$ cat config.mk
export PLATFORM = sky130hd
export DESIGN_NAME = regfile_mp
export DESIGN_NICKNAME = d
export VERILOG_FILES = /design/src/rtl/mips_rf_pkg.sv /design/src/rtl/rf_scoreboard.sv /design/src/rtl/regfile_mp.sv
export SDC_FILE = /design/constraint.sdc
export NUM_CORES = 2
export LEC_CHECK = 0
export CORE_MARGIN = 10
export CORE_UTILIZATION = 40
export CTS_BUF_LIST = sky130_fd_sc_hd__clkbuf_2 sky130_fd_sc_hd__clkbuf_4 sky130_fd_sc_hd__clkbuf_8
export DETAILED_ROUTE_END_ITERATION = 8
export GPL_TIMING_DRIVEN = 0
export SYNTH_ARGS = -nofsm -noshare
export SYNTH_HDL_FRONTEND = slang
export SYNTH_SLANG_ARGS = --single-unit
$ cat constraint.sdc
create_clock -name clk -period 3.3 [get_ports clk]
set_input_delay 0.495 -clock clk [delete_from_list [all_inputs] [get_ports clk]]
set_output_delay 0.495 -clock clk [all_outputs]
set_load 0.03 [all_outputs]
$ cat src/rtl/mips_rf_pkg.sv
// Shared constants for the multi-port register file and its scoreboard.
//   DEF_DATA_W / DEF_NUM_REGS : default data width and register count
//   WR_HIGH_PORT_WINS         : on same-address writes the higher port index wins
package mips_rf_pkg;

  localparam int unsigned DEF_DATA_W   = 32;
  localparam int unsigned DEF_NUM_REGS = 32;

  localparam bit WR_HIGH_PORT_WINS = 1'b1;

  // Visiting order of write ports; the last port visited has priority.
  function automatic int unsigned wr_port_order(input int unsigned step,
                                                input int unsigned nr_wr);
    return WR_HIGH_PORT_WINS ? step : (nr_wr - 1 - step);
  endfunction

endpackage

$ cat src/rtl/rf_scoreboard.sv
// Pending-write scoreboard: one bit per register, set by issue, cleared by write.
//   clk, rst_n : clock, async active-low reset
//   iss_valid  : issue reserving iss_addr as a destination
//   iss_addr   : destination register of the issue
//   wr_act     : per write port, write is active (enabled and address non-zero)
//   wr_addr    : per write port address
//   rd_addr    : per read port address
//   rd_busy    : per read port, addressed register still awaits its producer
module rf_scoreboard
  import mips_rf_pkg::*;
#(
  parameter int unsigned NUM_REGS = DEF_NUM_REGS,
  parameter int unsigned NR_RD    = 2,
  parameter int unsigned NR_WR    = 1,
  localparam int unsigned ADDR_W  = $clog2(NUM_REGS)
) (
  input  logic                          clk,
  input  logic                          rst_n,
  input  logic                          iss_valid,
  input  logic [ADDR_W-1:0]             iss_addr,
  input  logic [NR_WR-1:0]              wr_act,
  input  logic [NR_WR-1:0][ADDR_W-1:0]  wr_addr,
  input  logic [NR_RD-1:0][ADDR_W-1:0]  rd_addr,
  output logic [NR_RD-1:0]              rd_busy
);

  logic [NUM_REGS-1:0] pending;
  logic [NUM_REGS-1:0] pending_next;

  // Pending state register.
  always_ff @(posedge clk or negedge rst_n) begin
    if (!rst_n) pending <= '0;
    else        pending <= pending_next;
  end

  // Clear on write first, then set on issue so a new producer wins.
  always_comb begin
    pending_next = pending;
    for (int unsigned p = 0; p < NR_WR; p++) begin
      if (wr_act[p]) pending_next[wr_addr[p]] = 1'b0;
    end
    if (iss_valid && (iss_addr != '0)) pending_next[iss_addr] = 1'b1;
  end

  // Busy lookup; a write landing this cycle already satisfies the reader.
  always_comb begin
    rd_busy = '0;
    for (int unsigned i = 0; i < NR_RD; i++) begin
      rd_busy[i] = pending[rd_addr[i]];
      for (int unsigned p = 0; p < NR_WR; p++) begin
        if (wr_act[p] && (wr_addr[p] == rd_addr[i])) rd_busy[i] = 1'b0;
      end
    end
  end

endmodule

$ cat src/rtl/regfile_mp.sv
// Multi-port register file with write-through bypass and pending-write scoreboard.
//   clk, rst_n : clock, async active-low reset
//   rd_addr    : NR_RD read addresses; rd_data/rd_busy are combinational
//   wr_en      : NR_WR write strobes with wr_addr / wr_data
//   iss_valid  : issue reserving iss_addr (sets its pending bit next edge)
//   dbg_data   : contents of register DBG_ADDR, bypass included
module regfile_mp
  import mips_rf_pkg::*;
#(
  parameter int unsigned DATA_W   = DEF_DATA_W,
  parameter int unsigned NUM_REGS = DEF_NUM_REGS,
  parameter int unsigned NR_RD    = 2,
  parameter int unsigned NR_WR    = 1,
  parameter int unsigned DBG_ADDR = 16,
  localparam int unsigned ADDR_W  = $clog2(NUM_REGS)
) (
  input  logic                          clk,
  input  logic                          rst_n,
  input  logic [NR_RD-1:0][ADDR_W-1:0]  rd_addr,
  output logic [NR_RD-1:0][DATA_W-1:0]  rd_data,
  output logic [NR_RD-1:0]              rd_busy,
  input  logic [NR_WR-1:0]              wr_en,
  input  logic [NR_WR-1:0][ADDR_W-1:0]  wr_addr,
  input  logic [NR_WR-1:0][DATA_W-1:0]  wr_data,
  input  logic                          iss_valid,
  input  logic [ADDR_W-1:0]             iss_addr,
  output logic [DATA_W-1:0]             dbg_data
);

  // Read lookups: the NR_RD ports plus the debug mirror in the last slot.
  localparam int unsigned NR_LK = NR_RD + 1;

  logic [DATA_W-1:0]              mem [NUM_REGS];
  logic [NR_WR-1:0]               wr_act;
  logic [NR_LK-1:0][ADDR_W-1:0]   lk_addr;
  logic [NR_LK-1:0][DATA_W-1:0]   lk_data;

  // Register 0 is never written, so it stays at its reset value of zero.
  always_comb begin
    wr_act = '0;
    for (int unsigned p = 0; p < NR_WR; p++) begin
      wr_act[p] = wr_en[p] && (wr_addr[p] != '0);
    end
  end

  // Storage; later ports in priority order overwrite earlier ones.
  always_ff @(posedge clk or negedge rst_n) begin
    if (!rst_n) begin
      for (int unsigned r = 0; r < NUM_REGS; r++) mem[r] <= '0;
    end else begin
      for (int unsigned s = 0; s < NR_WR; s++) begin
        if (wr_act[wr_port_order(s, NR_WR)]) begin
          mem[wr_addr[wr_port_order(s, NR_WR)]] <= wr_data[wr_port_order(s, NR_WR)];
        end
      end
    end
  end

  always_comb begin
    lk_addr = '0;
    for (int unsigned i = 0; i < NR_RD; i++) lk_addr[i] = rd_addr[i];
    lk_addr[NR_RD] = ADDR_W'(DBG_ADDR);
  end

  // Combinational read with write-through bypass, same priority as storage.
  always_comb begin
    lk_data = '0;
    for (int unsigned i = 0; i < NR_LK; i++) begin
      lk_data[i] = mem[lk_addr[i]];
      for (int unsigned s = 0; s < NR_WR; s++) begin
        if (wr_act[wr_port_order(s, NR_WR)] &&
            (wr_addr[wr_port_order(s, NR_WR)] == lk_addr[i])) begin
          lk_data[i] = wr_data[wr_port_order(s, NR_WR)];
        end
      end
    end
  end

  assign rd_data  = lk_data[NR_RD-1:0];
  assign dbg_data = lk_data[NR_RD];

  rf_scoreboard #(
    .NUM_REGS (NUM_REGS),
    .NR_RD    (NR_RD),
    .NR_WR    (NR_WR)
  ) u_scoreboard (
    .clk       (clk),
    .rst_n     (rst_n),
    .iss_valid (iss_valid),
    .iss_addr  (iss_addr),
    .wr_act    (wr_act),
    .wr_addr   (wr_addr),
    .rd_addr   (rd_addr),
    .rd_busy   (rd_busy)
  );

endmodule
== Word-level counts from Yosys, hierarchy flattened ==
Index checks and enable logic that the tools add are counted.

* Order comparisons: 10
* Equal/unequal tests: 3
* Multiplexer cells: 24
* Bitwise operators: 6
* Reductions and logical operators: 10

{| class="wikitable"
|+ Operators by type and width
! operator !! number
|-
| bitwise mux 1024 bit || 1
|-
| binary-select mux 32 bit (select 5 bit) || 2
|-
| 2-to-1 mux 32 bit || 10
|-
| demux 32 bit (select 5 bit) || 1
|-
| bitwise AND 32 bit || 1
|-
| inverter 32 bit || 1
|-
| OR 32 bit || 1
|-
| less-than comparator 5 x 6 -> 1 bit, second input constant || 4
|-
| greater-or-equal comparator 6 bit, second input constant || 3
|-
| inverter 5 -> 6 bit || 3
|-
| binary-select mux 1 bit (select 5 bit) || 2
|-
| demux 1 bit (select 5 bit) || 2
|-
| equality test 5 bit || 2
|-
| greater-or-equal comparator 5 x 1 -> 1 bit, second input constant || 2
|-
| nonzero test 5 bit || 2
|-
| logical AND 1 bit || 8
|-
| less-than comparator 6 x 1 -> 1 bit, second input constant || 1
|-
| 2-to-1 mux 1 bit || 6
|-
| equality test 5 bit, second input constant || 1
|}

* Register bits after elaboration: 1,056
* Input port bits: 56
* Output and inout bits: 98
* Word-level logic and storage cells: 86

== Longest topological paths before layout ==
* Depth after elaboration: 9
* Depth in mapped cells: 8
* Depth with buffers taken out: 5

== Hierarchy ==
A second synthesis with hierarchy kept.

* Cell total of the unflattened synthesis: 3,662
* Area, all modules: 55,813.5 µm²

{| class="wikitable"
|+ By module, submodules not included
! module !! times used !! cells each !! area an instance (µm²) !! seq. area each (µm²)
|-
| regfile_mp || 1 || 3,467 || 53,782.8 || 25,624.6
|-
| rf_scoreboard || 1 || 195 || 2,030.7 || 800.8
|}

== Worst setup path before layout ==
Ideal clock, no wire load.

* Kind: input -> output
* Start point: input rd_addr[0] in the netlist's numbering
* End point: output rd_data[10] in the netlist's numbering
* Data arrival time: 2.342 ns
* Data required time: 2.805 ns
* Path slack: 0.463 ns
* Cell stages on the path: 7
* Buffers on the path: 3
* Path through: buf_4 buf_4 buf_4 mux4_2 o22ai_1 or4_1 o21ai_1

{| class="wikitable"
|+ RTL lines
! item !! line !! source
|-
| start: declaration || regfile_mp.sv:19 || <nowiki>input logic [NR_RD-1:0][ADDR_W-1:0] rd_addr,</nowiki>
|-
| end: declaration || regfile_mp.sv:20 || <nowiki>output logic [NR_RD-1:0][DATA_W-1:0] rd_data,</nowiki>
|}

==> impl_metrics.py <==
metrics = {
    "yosys": {
        "synth_xor_area_share_pct": 0.157,
        "yosysWarnings": 0,
        "synth_adder_area_share_pct": 0,
        "synth_most_common_cell": "dfrtp_1",
        "netlist.area_leader.share_pct": 47.4,
        "synth_top_area_cell": "dfrtp_1",
        "synthDistinctLibCells": 51,
        "synth-simple-area-share_pct": 2.33,
        "synth_common_cells": "1,056 x dfrtp_1, 594 x mux2_2, 529 x mux4_2",
        "syn_nets": 3729,
        "netlist_area_um2": 55700,
        "ys_async_sr_fraction_pct": 100,
        "synth_compound_area_share_pct": 3.98,
        "muxShareOfSynthArea_pct": 42.2,
        "synth-seq-area-share_pct": 47.4,
        "synth_edf_count": 0,
        "syn_inst": 3673,
        "synth_top_family_by_area": "multiplexers",
        "ys.flop_type": "dfrtp_1",
        "synth_area_leaders": "dfrtp_1 47%, mux4_2 21%, mux2_2 12%",
        "ys_ff_latch": 1056,
        "syn_area_per_cell_um2": 15.2,
    },
    "setup_path": {
        "ff2ff_setup_slack_ns": 2.44,
        "crit-reg2reg-launch": "mem[502]$_DFFE_PN0P_",
        "critPathCaptureType": "primary output",
        "r2r-end": "mem[502]$_DFFE_PN0P_",
        "worstPathRequired_ns": 2.80,
        "critPathLaunchType": "primary input",
        "critPathArrivalTime_ns": 2.87,
        "critical_path_peak_fanout": 10,
        "crit_type": "in -> out",
        "reg2reg_depth": 1,
    },
    "timing": {
        "tns_ns": -0.520,
        "period_minus_slack_ns": 3.37,
        "worst_slew_pin_slew_ns": 1.43,
        "skew_ns": 0,
        "setup_violations": 21,
        "setup_ws_ns": -0.0665,
        "finalCritPeriodShare_pct": 102,
        "slew_headroom_pct": 4.95,
        "hold_viol": 0,
        "final_max_slew_viol_count": 0,
        "rsz0062_at_grt": "yes",
        "clock.fmax_mhz": 297,
    },
    "layout": {
        "fill_cells": 12103,
        "finalNetCount": 4079,
        "design_area_um2": 64700,
        "final_layout_size_suffix_gt1_share_pct": 44.7,
        "seqCellArea_um2": 26400,
        "areaGrowthSynthToFinish_pct": 16.2,
        "multi_input_area_um2": 27400,
        "final_cells": 6029,
    },
    "clocking": {
        "clk_latency_ns": 0.91,
        "root_buffer": "clkbuf_8",
        "cts_tree": "built",
        "cts_buffers": 180,
        "path_clk_slew_ns": 0.06,
        "clock_sinks": 1056,
        "clockBufferDepth": 3,
        "cts-htree-levels": 4,
    },
    "global_route": {
        "grt_pass1_wl_um": 311000,
        "grt-ovfl-total": 0,
        "track_usage_pct": 28.8,
        "grt_start_max_net_pins": 163,
        "first_global_vias": 39797,
        "antenna_found_initial": 18,
    },
    "route": {
        "drt-total-wl_um": 226000,
        "num_vias": 40021,
        "drc_errors": 0,
        "vias_per_cell": 6.64,
        "ant_nets": 0,
        "wl_per_cell_um": 37.4,
        "drt_iter0_drc": 4549,
        "dr.pass1.iters": 6,
    },
    "die": {
        "die_y_um": 393,
        "die_w_um": 393,
        "die-area_um2": 155000,
        "num_rows": 136,
        "core_um2": 138000,
        "initial_core_util_pct": 40.4,
        "ios": 154,
    },
    "placed_design": {
        "dp.cells": 5685,
        "dp_hpwl_um": 147000,
        "place_congestion": 0.929,
        "port_buffers": 142,
        "place_area_um2": 59700,
    },
    "min_path": {
        "hold_class": "in -> async",
    },
    "pwr": {
        "power_density_nw_per_um2": 592,
        "power.total_mw": 38.3,
        "p_leak_nw": 28.1,
        "vdd_ir_drop_max_mv": 0.423,
    },
    "status": {
        "status": "finished, violations left",
        "violations": "setup timing",
    },
    "flow_run": {
        "drv_cap": 0,
    },
}
-- critical path, stage by stage --
cell	delay [ns]
buf_4	0.23
inv_2	0.20
nand3b_1	0.34
clkbuf_8	0.33
o22ai_1	0.13
or4_1	0.53
o21ai_1	0.30
buf_2	0.28
-- logic make-up after synthesis --
family	Yosys count
muxes	1562
DFF	1056
buffers and inverters	451
AOI/OAI and AO/OA	357
and+or+nand+nor	237
xor gates and xnor gates	10
-- cells in the final DEF, fill, tap and decap left out, drive strengths merged, types with 3 or more instances in the layout --
cell	count
mux4	529
clkdlybuf4s18	3
diode	22
xor2	6
a211oi	3
nor3	8
xnor2	4
clkbuf	465
clkinv	8
o22ai	261
nand3	9
o21ai	67
dlygate4sd2	28
nand2b	3
clkdlybuf4s50	39
a32o	6
buf	341
nand3b	7
or4	62
dfrtp	1056
dlygate4sd3	3
nor2	22
inv	20
dlymetal6s2s	3
clkdlybuf4s15	7
mux2i	9
a22o	7
nand2	97
nor2b	8
and3b	3
clkinvlp	3
mux2	1024
-- metal layers --
layer	wire, um	GRT usage (%)	vias to the layer above
met5	84	0	-
met4	14200	16.4	12
met3	26200	9.93	702
met2	97300	41.4	2692
met1	87800	37.8	21539
li1	-	-	15076
-- report_power, final --
| part | switching [mW] | internal [mW] | total [mW] | leakage, nW |
|---|---|---|---|---|
| combinational | 3.85 | 4.66 | 8.51 | 12.6 |
| clock | 5.66 | 6.94 | 12.6 | 1.98 |
| sequential | 1.78 | 15.4 | 17.2 | 13.5 |
-- repair_timing --
action,CTS,global route
gates resized for setup,709,62
endpoints found under the setup margin,98,190
buffers inserted,12,2
pin swaps,2,3
hold endpoints to repair,88,0
gates cloned,2,3
hold buffers,3,0
-- state kept, by name (all words and copies together), names as in the netlist --
register	flops
u_scoreboard.pending	32
mem	1024
-- final cells by class --
type	count	area share (%)
Buffer	429	4.87
Multi-Input combinational cell	2166	42.3
Clock buffer	289	5.53
Inverter	19	0.116
Tap cell	1863	3.60
Sequential cell	1056	40.8
Timing Repair Buffer	171	2.45
Antenna cell	22	0.0851
Clock inverter	14	0.205
-- stage by stage --
| stage | hold WS [ns] | utilization, % | setup slack (ns) |
|---|---|---|---|
| 4_1_cts | 0.114 | 46.8 | -0.0419 |
| 2_1_floorplan | 0.199 | - | 0.463 |
| 3_5_place_dp | 0.434 | 43.3 | -2.25 |
| 6_report | 0.135 | 46.9 | -0.0665 |
| 5_1_grt | 0.189 | 46.9 | -0.0656 |
| 3_3_place_gp | 0.453 | 43.1 | -47.92 |
-- worst max path at each step --
stage,start,to,slack (ns),depth (start not counted)
floorplan,rd_addr[0],rd_data[10],0.46,7
global placement,rst_n,mem[1010]$_DFFE_PN0P_,-47.92,1
detailed placement,rd_addr[7],rd_data[33],-2.25,8
CTS,mem[829]$_DFFE_PN0P_,rd_data[29],-0.04,5
global route,rd_addr[0],rd_data[17],-0.07,8
finish,rd_addr[8],rd_data[40],-0.07,8
Power figures use the tool's default switching activity.
